===== src/rtl/alu_pkg.sv =====
// Shared definitions for the ALU issue stage: default widths, ALU opcodes
// and the issue-stage state encoding.
package alu_pkg;

  localparam int DEF_WIDTH = 16;
  localparam int DEF_SELW  = 3;

  localparam logic [2:0] OP_ADD  = 3'b000;
  localparam logic [2:0] OP_SUB  = 3'b001;
  localparam logic [2:0] OP_MIN  = 3'b010;
  localparam logic [2:0] OP_MAX  = 3'b011;
  localparam logic [2:0] OP_AND  = 3'b100;
  localparam logic [2:0] OP_OR   = 3'b101;
  localparam logic [2:0] OP_XOR  = 3'b110;
  localparam logic [2:0] OP_XNOR = 3'b111;

  typedef enum logic [1:0] {
    IDLE = 2'd0,
    EXEC = 2'd1,
    HOLD = 2'd2
  } state_e;

endpackage


===== src/rtl/alu_issue_stage.sv =====
// Operand-issue / result-capture stage in front of the external combinational
// ALU, with a chaining accumulator and a saturating completed-op counter.
module alu_issue_stage
  import alu_pkg::*;
#(
  parameter int WIDTH = DEF_WIDTH,
  parameter int SELW  = DEF_SELW
) (
  input  logic             clk,
  input  logic             rst,
  input  logic             cmd_valid,
  output logic             cmd_ready,
  input  logic [SELW-1:0]  cmd_sel,
  input  logic [WIDTH-1:0] cmd_a,
  input  logic [WIDTH-1:0] cmd_b,
  input  logic             cmd_use_acc,
  output logic [WIDTH-1:0] alu_a,
  output logic [WIDTH-1:0] alu_b,
  output logic [SELW-1:0]  alu_sel,
  input  logic [WIDTH-1:0] alu_y,
  input  logic             alu_cout,
  output logic             res_valid,
  input  logic             res_ready,
  output logic [WIDTH-1:0] res_y,
  output logic             res_cout,
  output logic [15:0]      op_count,
  input  logic             cnt_load,
  input  logic [15:0]      cnt_value,
  output state_e           state
);

  state_e           state_q, state_d;
  logic [WIDTH-1:0] a_r, b_r, acc;
  logic [SELW-1:0]  sel_r;
  logic             accept;
  logic             carry_op;

  // Handshakes: a transfer happens on a rising edge where valid && ready.
  // cmd_ready is high in IDLE, or in HOLD while the result is being taken,
  // so a new command can overlap the result handshake.
  assign cmd_ready = (state_q == IDLE) || ((state_q == HOLD) && res_ready);
  assign accept    = cmd_valid && cmd_ready;
  assign res_valid = (state_q == HOLD);
  assign state     = state_q;

  assign alu_a   = a_r;
  assign alu_b   = b_r;
  assign alu_sel = sel_r;

  // The ALU's cout is only meaningful for add and sub.
  assign carry_op = (sel_r == SELW'(OP_ADD)) || (sel_r == SELW'(OP_SUB));

  always_comb begin
    state_d = state_q;
    unique case (state_q)
      IDLE:    if (accept) state_d = EXEC;
      EXEC:    state_d = HOLD;
      HOLD:    if (res_ready) state_d = accept ? EXEC : IDLE;
      default: state_d = IDLE;
    endcase
  end

  always_ff @(posedge clk) begin
    if (rst) begin
      state_q  <= IDLE;
      a_r      <= '0;
      b_r      <= '0;
      sel_r    <= '0;
      res_y    <= '0;
      res_cout <= 1'b0;
      acc      <= '0;
      op_count <= '0;
    end else begin
      state_q <= state_d;
      if (accept) begin
        a_r   <= cmd_use_acc ? acc : cmd_a;
        b_r   <= cmd_b;
        sel_r <= cmd_sel;
      end
      if (state_q == EXEC) begin
        res_y    <= alu_y;
        res_cout <= carry_op ? alu_cout : 1'b0;
        acc      <= alu_y;
      end
      if (cnt_load) begin
        op_count <= cnt_value;
      end else if ((state_q == EXEC) && (op_count != 16'hFFFF)) begin
        op_count <= op_count + 16'd1;
      end
    end
  end

endmodule


===== config.mk =====
export PLATFORM = sky130hd
export DESIGN_NAME = alu_issue_stage
export DESIGN_NICKNAME = d
export VERILOG_FILES = /design/src/rtl/alu_pkg.sv /design/src/rtl/alu_issue_stage.sv
export SDC_FILE = /design/constraint.sdc
export NUM_CORES = 1
export LEC_CHECK = 0
export BUFFER_PORTS_ARGS = -buffer_cell sky130_fd_sc_hd__buf_2
export CAP_MARGIN = 20
export CORE_ASPECT_RATIO = 2
export CORE_MARGIN = 2
export CORE_UTILIZATION = 42
export DETAILED_ROUTE_END_ITERATION = 8
export PLACE_DENSITY_LB_ADDON = 0.15
export SLEW_MARGIN = 20
export SYNTH_ARGS = -nofsm -noshare
export SYNTH_HDL_FRONTEND = slang
export SYNTH_SLANG_ARGS = --single-unit

===== constraint.sdc =====
create_clock -name clk -period 1.93 [get_ports clk]
set_clock_uncertainty 0.2 [all_clocks]
set_input_delay 0.386 -clock clk [delete_from_list [all_inputs] [get_ports clk]]
set_output_delay 0.386 -clock clk [all_outputs]
set_load 0.02 [all_outputs]

==> results of run 1 <==
==> cell type report <==
type / instances / area (um^2) / share of cell area
repair buffers: 184 / 1040 / 0.229
inverters: 10 / 37.5 / 0.00829
multi-input cells: 257 / 1560 / 0.344
flip-flops and latches: 70 / 1430 / 0.316
clock buffers: 12 / 278 / 0.0613
well taps: 90 / 113 / 0.0249
clock inverters: 4 / 73.8 / 0.0163
==> timing repair <==
item	CTS	global route
setup endpoints to repair	10	12
cloned	0	1
buffers inserted	3	7
gates resized for setup	1	21
pin swaps	2	11
==> cells in the mapped netlist, types with 2 or more instances <==
master / count / share of area
nand2_1: 79 / 0.098
dfxtp_1: 70 / 0.46
a21oi_1: 39 / 0.064
nor2_1: 31 / 0.038
clkbuf_1: 24 / 0.030
a211oi_1: 16 / 0.040
mux2i_1: 16 / 0.053
inv_1: 10 / 0.012
a311oi_1: 9 / 0.026
nor3_1: 7 / 0.012
nand3_1: 5 / 0.0083
o21ai_0: 5 / 0.0083
or4_1: 5 / 0.012
nand4_1: 4 / 0.0083
o31ai_1: 4 / 0.0099
o211ai_1: 3 / 0.0074
or3_1: 3 / 0.0062
a2111oi_0: 2 / 0.0058
a221oi_1: 2 / 0.0058
and4_1: 2 / 0.0058
and4b_1: 2 / 0.0066
nand2b_1: 2 / 0.0041
o41ai_1: 2 / 0.0058
==> cell families after synthesis <==
group / share of synthesized area
muxes: 0.0529
and+or+nand+nor: 0.228
buffers and inverters: 0.0488
DFF: 0.463
AOI/OAI and AO/OA: 0.203
adders and majority gates: 0.00413
==> layer usage <==
| metal | global-route usage | part of all wire |
|---|---|---|
| met1 | 0.225 | 0.35 |
| met2 | 0.449 | 0.56 |
| met3 | 0.0479 | 0.054 |
| met4 | 0.156 | 0.037 |
| met5 | 0 | 0 |
==> report_power, final <==
group	switching, mW	total [mW]	internal, mW
Sequential	0.0770	1.62	1.54
Combinational	0.381	0.641	0.260
Clock	0.610	1.89	1.28
==> path summary, 6_finish.rpt <==
| path | start | end | slack, ns | cells past startpoint |
|---|---|---|---|---|
| setup / recovery | op_count[1] | op_count[8] | 0.008 | 7 |
| hold / removal | cmd_b[3] | alu_b[3] | 0.09 | 3 |
| setup reg to reg | op_count[1] | op_count[8] | 0.008 | 7 |
| hold reg to reg | alu_b[12] | alu_b[12] | 0.25 | 2 |
==> metrics by stage <==
stage / worst slack [ns] / hold slack, ns / cell area [um^2] / instances / total power [mW]
3_5_place_dp: -0.0938 / 0.248 / 4020 / 600 / 2.28
3_3_place_gp: -0.0250 / 0.240 / 4020 / 600 / 2.27
5_1_grt: -0.0706 / 0.0885 / 4530 / 627 / 4.32
6_report: 0.00830 / 0.0936 / 4530 / 627 / 4.15
4_1_cts: 0.00886 / 0.0839 / 4400 / 619 / 4.18
2_1_floorplan: 0.0136 / 0.321 / 3070 / 364 / 2.01
==> worst max-delay path, delay by kind of cell (launching register included) <==
family / cells / cell delay (ns)
compound gates: 1 / 0.24
flops: 1 / 0.36
buf+inv: 2 / 0.31
simple gates: 3 / 0.55
fa+ha+maj: 1 / 0.18
==> state kept, by name, indices dropped and copies added, names as in the netlist <==
register and cells:
acc 16, state 2, op_count 16, alu_a 16
res_cout 1, alu_b 16, alu_sel 3
==> run_results.csv, run 1 <==
group,metric,value,unit
floorplanning,dieArea,7950,um^2
synth,synth.avg_cell_area,8.32,um^2
placement,port-buffer-count,145,
detailed_routing,drt_pass1_iterations,4,
clocking,cts_tree,"done",
detailed_routing,vias,3363,
detailed_routing,vias_per_cell,5.36,
cells_and_area,fin_nets,607,
synth,synth_cell_type_count,45,
sta,slew_violations,0,
critical_path,path_cells,"ha_4, nand4_1, buf_4, nor4_4, buf_2, or4_1, a311oi_1",
floorplanning,chipHeight,124,um
clocking,clk_path_buf_depth,2,
critical_path,crit_fanout,5,
critical_path,critPathArrivalTime,1.96,ns
synth,synth-edff-count,0,
min_path,hp-class,"in2reg",
sta,relSlewSlack,0.664,
cells_and_area,area_delta_synth_final,49.6,%
clocking,insertion_delay,0.33,ns
clocking,htree_levels,3,
sta,min_period,1.92,ns
run,drv_cap,0,
synth,yosys_warnings,0,
sta,worst_pin_slew,0.504,ns
critical_path,worst_path_max_delay_cell,"or4_1",
sta,setup_tns,0,ns
floorplanning,core,6940,um^2
cells_and_area,final_common_cell,"buf_2",
clocking,cts_inserted_buffers,9,
global_route,grt_pass1_wl,14.6,mm
detailed_routing,wirelength,9.64,mm
sta,finalCritPeriodShare,0.996,
synth,ys_seq_area_frac,0.463,
power,p_leak,2.10,nW
global_route,grtUsageTotal,0.237,
global_route,grt_pass1_vias,3240,
sta,rsz0062_at_grt,"true",
synth,synthCells,364,
placement,place_congestion,0.911,
floorplanning,num_rows,43,
cells_and_area,utilization,0.653,
detailed_routing,route.detailed.drc,0,
clocking,cts.clk_slew.worst_paths,0.05,ns
floorplanning,io_pins,146,
clocking,cts_sinks,70,
critical_path,end_kind,"flop",
synth,netlist_area,3030,um^2
sta,final_hold_viol_count,0,
global_route,antenna_found_initial,0,
placement,hpwlAfterDp,7.09,mm
run_status,status,"finished clean",
critical_path,crit_type,"reg2reg",
synth,ys_seq_elements,70,
detailed_routing,post_drt_wl_per_cell,15.4,um
floorplanning,start_util,0.436,
sta,fmax,0.520,GHz
sta,setup_viol,0,
synth,synth_nets,439,
synth,ys.flop_type,"dfxtp_1",
detailed_routing,drt_iter0_markers,225,
cells_and_area,final_layout_size_suffix_gt1_frac,0.425,
synth,async_flop_share,0,
cells_and_area,fillers,641,
clocking,cts-root-buf,"clkbuf_16",
clocking,holdBufCountCts,0,
critical_path,cp.required,1.97,ns
cells_and_area,mostFrequentLayoutCells,"buf_2, nand2_1, dfxtp_1",
floorplanning,dieWidth,64.0,um
cells_and_area,insertedDiodeCount,0,
critical_path,cpPeakStageDelay,0.39,ns
critical_path,critPathLaunchType,"flop",
global_route,grt_max_degree,36,
power,cellPowerDensity,917,nW/um^2
power,peakVddDrop,768,uV
detailed_routing,postRouteAntennaNets,0,
global_route,grt_overflow,0,
(Power assumes the default switching activity.)
==> run 2, diff against run 1 <==
--- a/config.mk
+++ b/config.mk
@@ -5,12 +5,14 @@
 export SDC_FILE = /design/constraint.sdc
 export NUM_CORES = 1
 export LEC_CHECK = 0
+export ABC_AREA = 1
 export BUFFER_PORTS_ARGS = -buffer_cell sky130_fd_sc_hd__buf_2
 export CAP_MARGIN = 20
 export CORE_ASPECT_RATIO = 2
 export CORE_MARGIN = 2
 export CORE_UTILIZATION = 42
 export DETAILED_ROUTE_END_ITERATION = 8
+export GPL_TIMING_DRIVEN = 0
 export PLACE_DENSITY_LB_ADDON = 0.15
 export SLEW_MARGIN = 20
 export SYNTH_ARGS = -nofsm -noshare
==> run 2 against run 1 <==
Compared with the run above:
- largest cell class unchanged
- sequential share of layout area up 0.17 points
- sequential power about the same
- first-iteration DRC count shrank 12%
- cell count grew 11%
- synthesized cell count grew 21%
- cell area down 1.8%
- fmax increased by 3.9%
- die area increased by 6.0%
- non-clock buffer count shrank 12
- count of clock-buffer cells in the layout is 2 lower
==> run_results.csv, run 2 <==
group,metric,value,unit
cells_and_area,multi_input_area,1660,um^2
detailed_routing,dr_wl_met2,4.28,mm
sta,setup_viol,0,
synth,synth.most_common_cell,"nand2_1",
clocking,cts_tree,"done",
sta,final_hold_viol_count,0,
floorplanning,dieArea,8420,um^2
synth,ys.flop_type,"dfxtp_1",
detailed_routing,wirelength,9.24,mm
critical_path,critPathArrivalTime,1.26,ns
synth,async_flop_share,0,
global_route,grt_pass1_wl,14.5,mm
run_status,status,"finished clean",
cells_and_area,mostFrequentLayoutCells,"buf_2, nand2_1, dfxtp_1",
detailed_routing,vias,3443,
clocking,cts_sinks,70,
power,peakVddDrop,561,uV
floorplanning,core,7490,um^2
clocking,insertion_delay,0.33,ns
detailed_routing,route.detailed.drc,0,
floorplanning,start_util,0.430,
power,cellPowerDensity,930,nW/um^2
placement,hpwlAfterDp,6.83,mm
detailed_routing,postRouteAntennaNets,0,
power,power,4.13,mW
placement,dp_slack,-0.0980,ns
critical_path,cp.required,1.34,ns
synth,netlist_area,3220,um^2
global_route,grt_pass1_vias,3104,
synth,ys_seq_elements,70,
global_route,grtUsageTotal,0.221,
min_path,hold_depth,3,
floorplanning,num_rows,45,
critical_path,critPathLaunchType,"flop",
synth,synth_top_area_frac,0.435,
sta,relSlewSlack,0.629,
cells_and_area,final_layout_size_suffix_gt1_frac,0.347,
sta,hold_ws,0.110,ns
floorplanning,io_pins,146,
cells_and_area,utilization,0.594,
synth,synth-edff-count,0,
min_path,hp-class,"in2reg",
critical_path,reg2regPathDepth,10,
clocking,holdBufCountCts,0,
run,drv_cap,0,
floorplanning,dieWidth,65.9,um
clocking,cts-root-buf,"clkbuf_16",
synth,yosys_warnings,0,
cells_and_area,ff_latch_area,1410,um^2
synth,yosys-top-cells-area,"dfxtp_1, nand2_1, nand3_1",
detailed_routing,vias_per_cell,4.94,
cells_and_area,fin_nets,673,
critical_path,end_kind,"primary output",
synth,synth_cell_type_count,27,
synth,synth_nets,516,
sta,fmax,0.541,GHz
synth,yosys.area.top_type,"dfxtp_1",
global_route,antenna_found_initial,0,
detailed_routing,highest_layer,"met4",
cells_and_area,final_common_cell,"buf_2",
cells_and_area,fillers,746,
synth,ys_seq_area_frac,0.435,
power,p_leak,2.05,nW
synth,synthTopCellsByCount,"nand2_1, dfxtp_1, nor2_1",
global_route,grt_max_degree,14,
placement,place_congestion,0.836,
detailed_routing,drt_iter0_markers,199,
global_route,grt_overflow,0,
clocking,clk_path_buf_depth,2,
cells_and_area,area_delta_synth_final,38.2,%
sta,min_period,1.85,ns
floorplanning,chipHeight,128,um
placement,port-buffer-count,143,
detailed_routing,wl_met3,691,um
detailed_routing,drt_pass1_iterations,4,
detailed_routing,post_drt_wl_per_cell,13.3,um
sta,finalCritPeriodShare,0.958,
cells_and_area,insertedDiodeCount,0,
detailed_routing,wl_met1,4.17,mm
sta,worst_slack,0.0805,ns
sta,slew_violations,0,
clocking,cts_inserted_buffers,9,
clocking,cts.clk_slew.worst_paths,0.06,ns
synth,synthCells,441,
clocking,htree_levels,3,
critical_path,crit_fanout,10,
synth,synth.avg_cell_area,7.30,um^2
critical_path,crit_type,"reg2out",
sta,worst_pin_slew,0.556,ns
## run 2: final timing paths
| path | startpoint | to | slack, ns |
|---|---|---|---|
| worst max-delay path | state[1] | cmd_ready | 0.08 |
| worst min-delay path | alu_y[13] | acc[13] | 0.11 |
| worst max register to register | op_count[0] | op_count[9] | 0.09 |
| worst min register to register | state[1] | state[1] | 0.24 |
## run 2: kinds of logic (layout without fill, tap and decap cells)
logic type,after synthesis,after routing,synth area share
buffers and inverters,46,208,0.0579
adder cells (fa/ha/maj),1,1,0.00389
AO/OA/AOI/OAI,85,85,0.138
XOR/XNOR,3,3,0.00817
AND/OR/NAND/NOR,218,218,0.294
multiplexers,18,18,0.0622
flip-flops,70,70,0.435
## run 2: layout make-up
class	instances	share of cell area
Multi-Input combinational cell	325	0.372
Sequential cell	70	0.318
Timing Repair Buffer	146	0.166
Clock buffer	10	0.0537
Tap cell	94	0.0264
Buffer	26	0.0259
Clock inverter	6	0.0208
Inverter	20	0.0169
## run 2: per-layer routing
layer	up-vias	global-route usage
met5	-	0
met4	0	0.0735
met3	7	0.0562
met2	118	0.337
met1	1539	0.303
li1	1779	-
## run 2: report_power, final
part	switching (mW)	internal (mW)	total, mW
sequential	0.0855	1.55	1.63
combinational	0.410	0.267	0.676
clock	0.652	1.18	1.83
## run 2: metrics by stage
stage                     instance area (um^2)  instances   TNS (ns)
after CTS                                 4420        697          0
after global routing                      4450        697  -0.000149
after floorplan                           3220        441          0
after global placement                    4050        678     -0.599
final                                     4450        697          0
after detailed placement                  4050        678     -0.746
## run 2: worst max-delay path, stage by stage (launching register included)
cell and delay, ns:
dfxtp_2 0.33, inv_2 0.07, nor2_2 0.05, nor2_4 0.11, clkbuf_4 0.20, buf_2 0.18
## run 2: repair_timing
item                                    in CTS  in global routing
setup buffers                                2                  0
gates resized for setup                      5                  9
pin swaps                                    2                  2
endpoints found under the setup margin      14                 32
gates cloned                                 1                  0
==> run 3, diff against run 2 <==
--- a/config.mk
+++ b/config.mk
@@ -5,7 +5,6 @@
 export SDC_FILE = /design/constraint.sdc
 export NUM_CORES = 1
 export LEC_CHECK = 0
-export ABC_AREA = 1
 export BUFFER_PORTS_ARGS = -buffer_cell sky130_fd_sc_hd__buf_2
 export CAP_MARGIN = 20
 export CORE_ASPECT_RATIO = 2
==> run 3 against run 2 <==
Compared with the run above:
- the flow now finishes with violations (negative setup slack)
- global-route usage is 3.2 points higher
- sequential share of layout area is 0.43 points higher
- cell area is 0.93% higher
- sequential power about the same
- utilization rose by 5.3 points
- via count down 1.5%
- flip-flop and latch count is the same
- count of clock-buffer cells in the layout increased by 1
- die area fell by 5.6%
- highest routed layer unchanged
==> run_results.csv, run 3 (same netlist as run 1, synthesis figures left out) <==
group,metric,value,unit
placement,port-buffer-count,142,
run_status,failed_checks,"negative setup slack",
global_route,grt_max_degree,13,
floorplanning,io_pins,146,
critical_path,critPathLaunchType,"flop",
sta,final_hold_viol_count,0,
sta,fmax,0.504,GHz
floorplanning,dieWidth,64.0,um
run,drv_cap,0,
cells_and_area,fin_nets,605,
cells_and_area,final_common_cell,"buf_2",
placement,hpwlAfterDp,7.41,mm
cells_and_area,final_layout_size_suffix_gt1_frac,0.400,
global_route,grt_pass1_wl,15.3,mm
cells_and_area,area_delta_synth_final,48.2,%
critical_path,crit_fanout,6,
clocking,cts.clk_slew.worst_paths,0.06,ns
sta,worst_slack,-0.0554,ns
min_path,hp-class,"in2reg",
floorplanning,chipHeight,124,um
cells_and_area,ff_latch_area,1450,um^2
floorplanning,num_rows,43,
cells_and_area,fin_area,4490,um^2
power,p_leak,2.06,nW
global_route,antenna_found_initial,0,
power,peakVddDrop,702,uV
detailed_routing,vias_per_cell,5.43,
sta,slew_violations,0,
sta,finalCritPeriodShare,1.03,
detailed_routing,post_drt_wl_per_cell,16.1,um
sta,relSlewSlack,0.552,
cells_and_area,mostFrequentLayoutCells,"buf_2, nand2_1, dfxtp_1",
clocking,cts-root-buf,"clkbuf_16",
sta,hold_ws,0.0855,ns
detailed_routing,vias,3393,
floorplanning,core,6940,um^2
global_route,grtUsageTotal,0.253,
critical_path,cp.required,1.97,ns
cells_and_area,insertedDiodeCount,0,
cells_and_area,fillers,608,
detailed_routing,wirelength,10.1,mm
global_route,grt_overflow,0,
clocking,cts_sinks,70,
detailed_routing,drt_iter0_markers,254,
placement,place_congestion,0.905,
placement,placed_cell_area,3890,um^2
sta,setup_tns,-0.0943,ns
clocking,cts_inserted_buffers,9,
cells_and_area,multi_input_area,1630,um^2
floorplanning,dieArea,7950,um^2
floorplanning,start_util,0.436,
critical_path,crit_type,"reg2reg",
sta,setup_viol,2,
clocking,htree_levels,3,
critical_path,end_kind,"flop",
global_route,grt_pass1_vias,3262,
detailed_routing,drt_pass1_iterations,4,
run_status,status,"finished, violations left",
critical_path,critPathArrivalTime,2.03,ns
sta,rsz0062_at_grt,"true",
detailed_routing,route.detailed.drc,0,
clocking,insertion_delay,0.34,ns
cells_and_area,utilization,0.647,
clocking,clk_path_buf_depth,2,
detailed_routing,postRouteAntennaNets,0,
clocking,cts_tree,"done",
power,cellPowerDensity,902,nW/um^2
sta,worst_pin_slew,0.672,ns
sta,min_period,1.99,ns
==> run 3: cell types whose count changed in the layout (fill, tap and decap cells not counted), sizes merged, moves of 7 or more <==
cell and change:
inv -10, a311oi +9, a211oi +15, nor3 +7, nand3 -45, buf +8, mux2i +14, mux2 -16
nand2 -17, a21oi -8, o21ai -28, nor2 -36
==> run 3: power breakdown <==
part	switching, mW	total [mW]	internal [mW]
Sequential	0.0909	1.63	1.54
Clock	0.625	1.79	1.17
Combinational	0.383	0.621	0.239
==> run 3: worst paths after layout <==
path                             startpoint      endpoint  slack, ns  depth (start not counted)
worst max-delay path            op_count[0]  op_count[12]      -0.06                          6
worst min-delay path               alu_y[1]        acc[1]       0.09                          3
worst max register to register  op_count[0]  op_count[12]      -0.06                          6
worst min register to register     alu_b[2]      alu_b[2]       0.25                          2
==> run 3: timing repair <==
action                                  4_1_cts  5_1_grt
resized for setup                            14       35
gates cloned                                  0        0
buffers inserted                             11        3
endpoints found under the setup margin       25       41
pin swaps                                    10       10
hold buffers                                  0        0
==> run 3: routing by layer <==
metal  share of wire  wire (um)  track usage  vias to the layer above
met3           0.062        622       0.0542                       28
met1            0.34       3480        0.245                     1575
met4           0.033        337        0.152                        0
li1                -          -            -                     1638
met5               0          0            0                        -
met2            0.56       5650        0.479                      152
==> run 3: final cells by class <==
class | count | area share
Clock inverter | 5 | 0.0181
Tap cell | 90 | 0.0251
Buffer | 26 | 0.0226
Sequential cell | 70 | 0.322
Inverter | 10 | 0.00836
Multi-Input combinational cell | 257 | 0.364
Clock buffer | 11 | 0.0541
Timing Repair Buffer | 156 | 0.185
==> run 3: metrics by stage <==
stage / cells / power [mW] / setup WS (ns)
final: 625 / 4.05 / -0.0554
after global routing: 625 / 4.19 / -0.107
after CTS: 623 / 4.06 / -0.00171
after detailed placement: 596 / 2.26 / -0.247
after global placement: 596 / 2.25 / -0.164
after floorplan: 364 / 2.01 / 0.0136
==> run 3: critical path, cell delays in order, from the launching register on <==
cell      delay (ns)
dfxtp_4         0.38
ha_4            0.16
nand4_1         0.20
buf_4           0.22
o41a_1          0.30
a2111o_1        0.38
o41ai_2         0.05
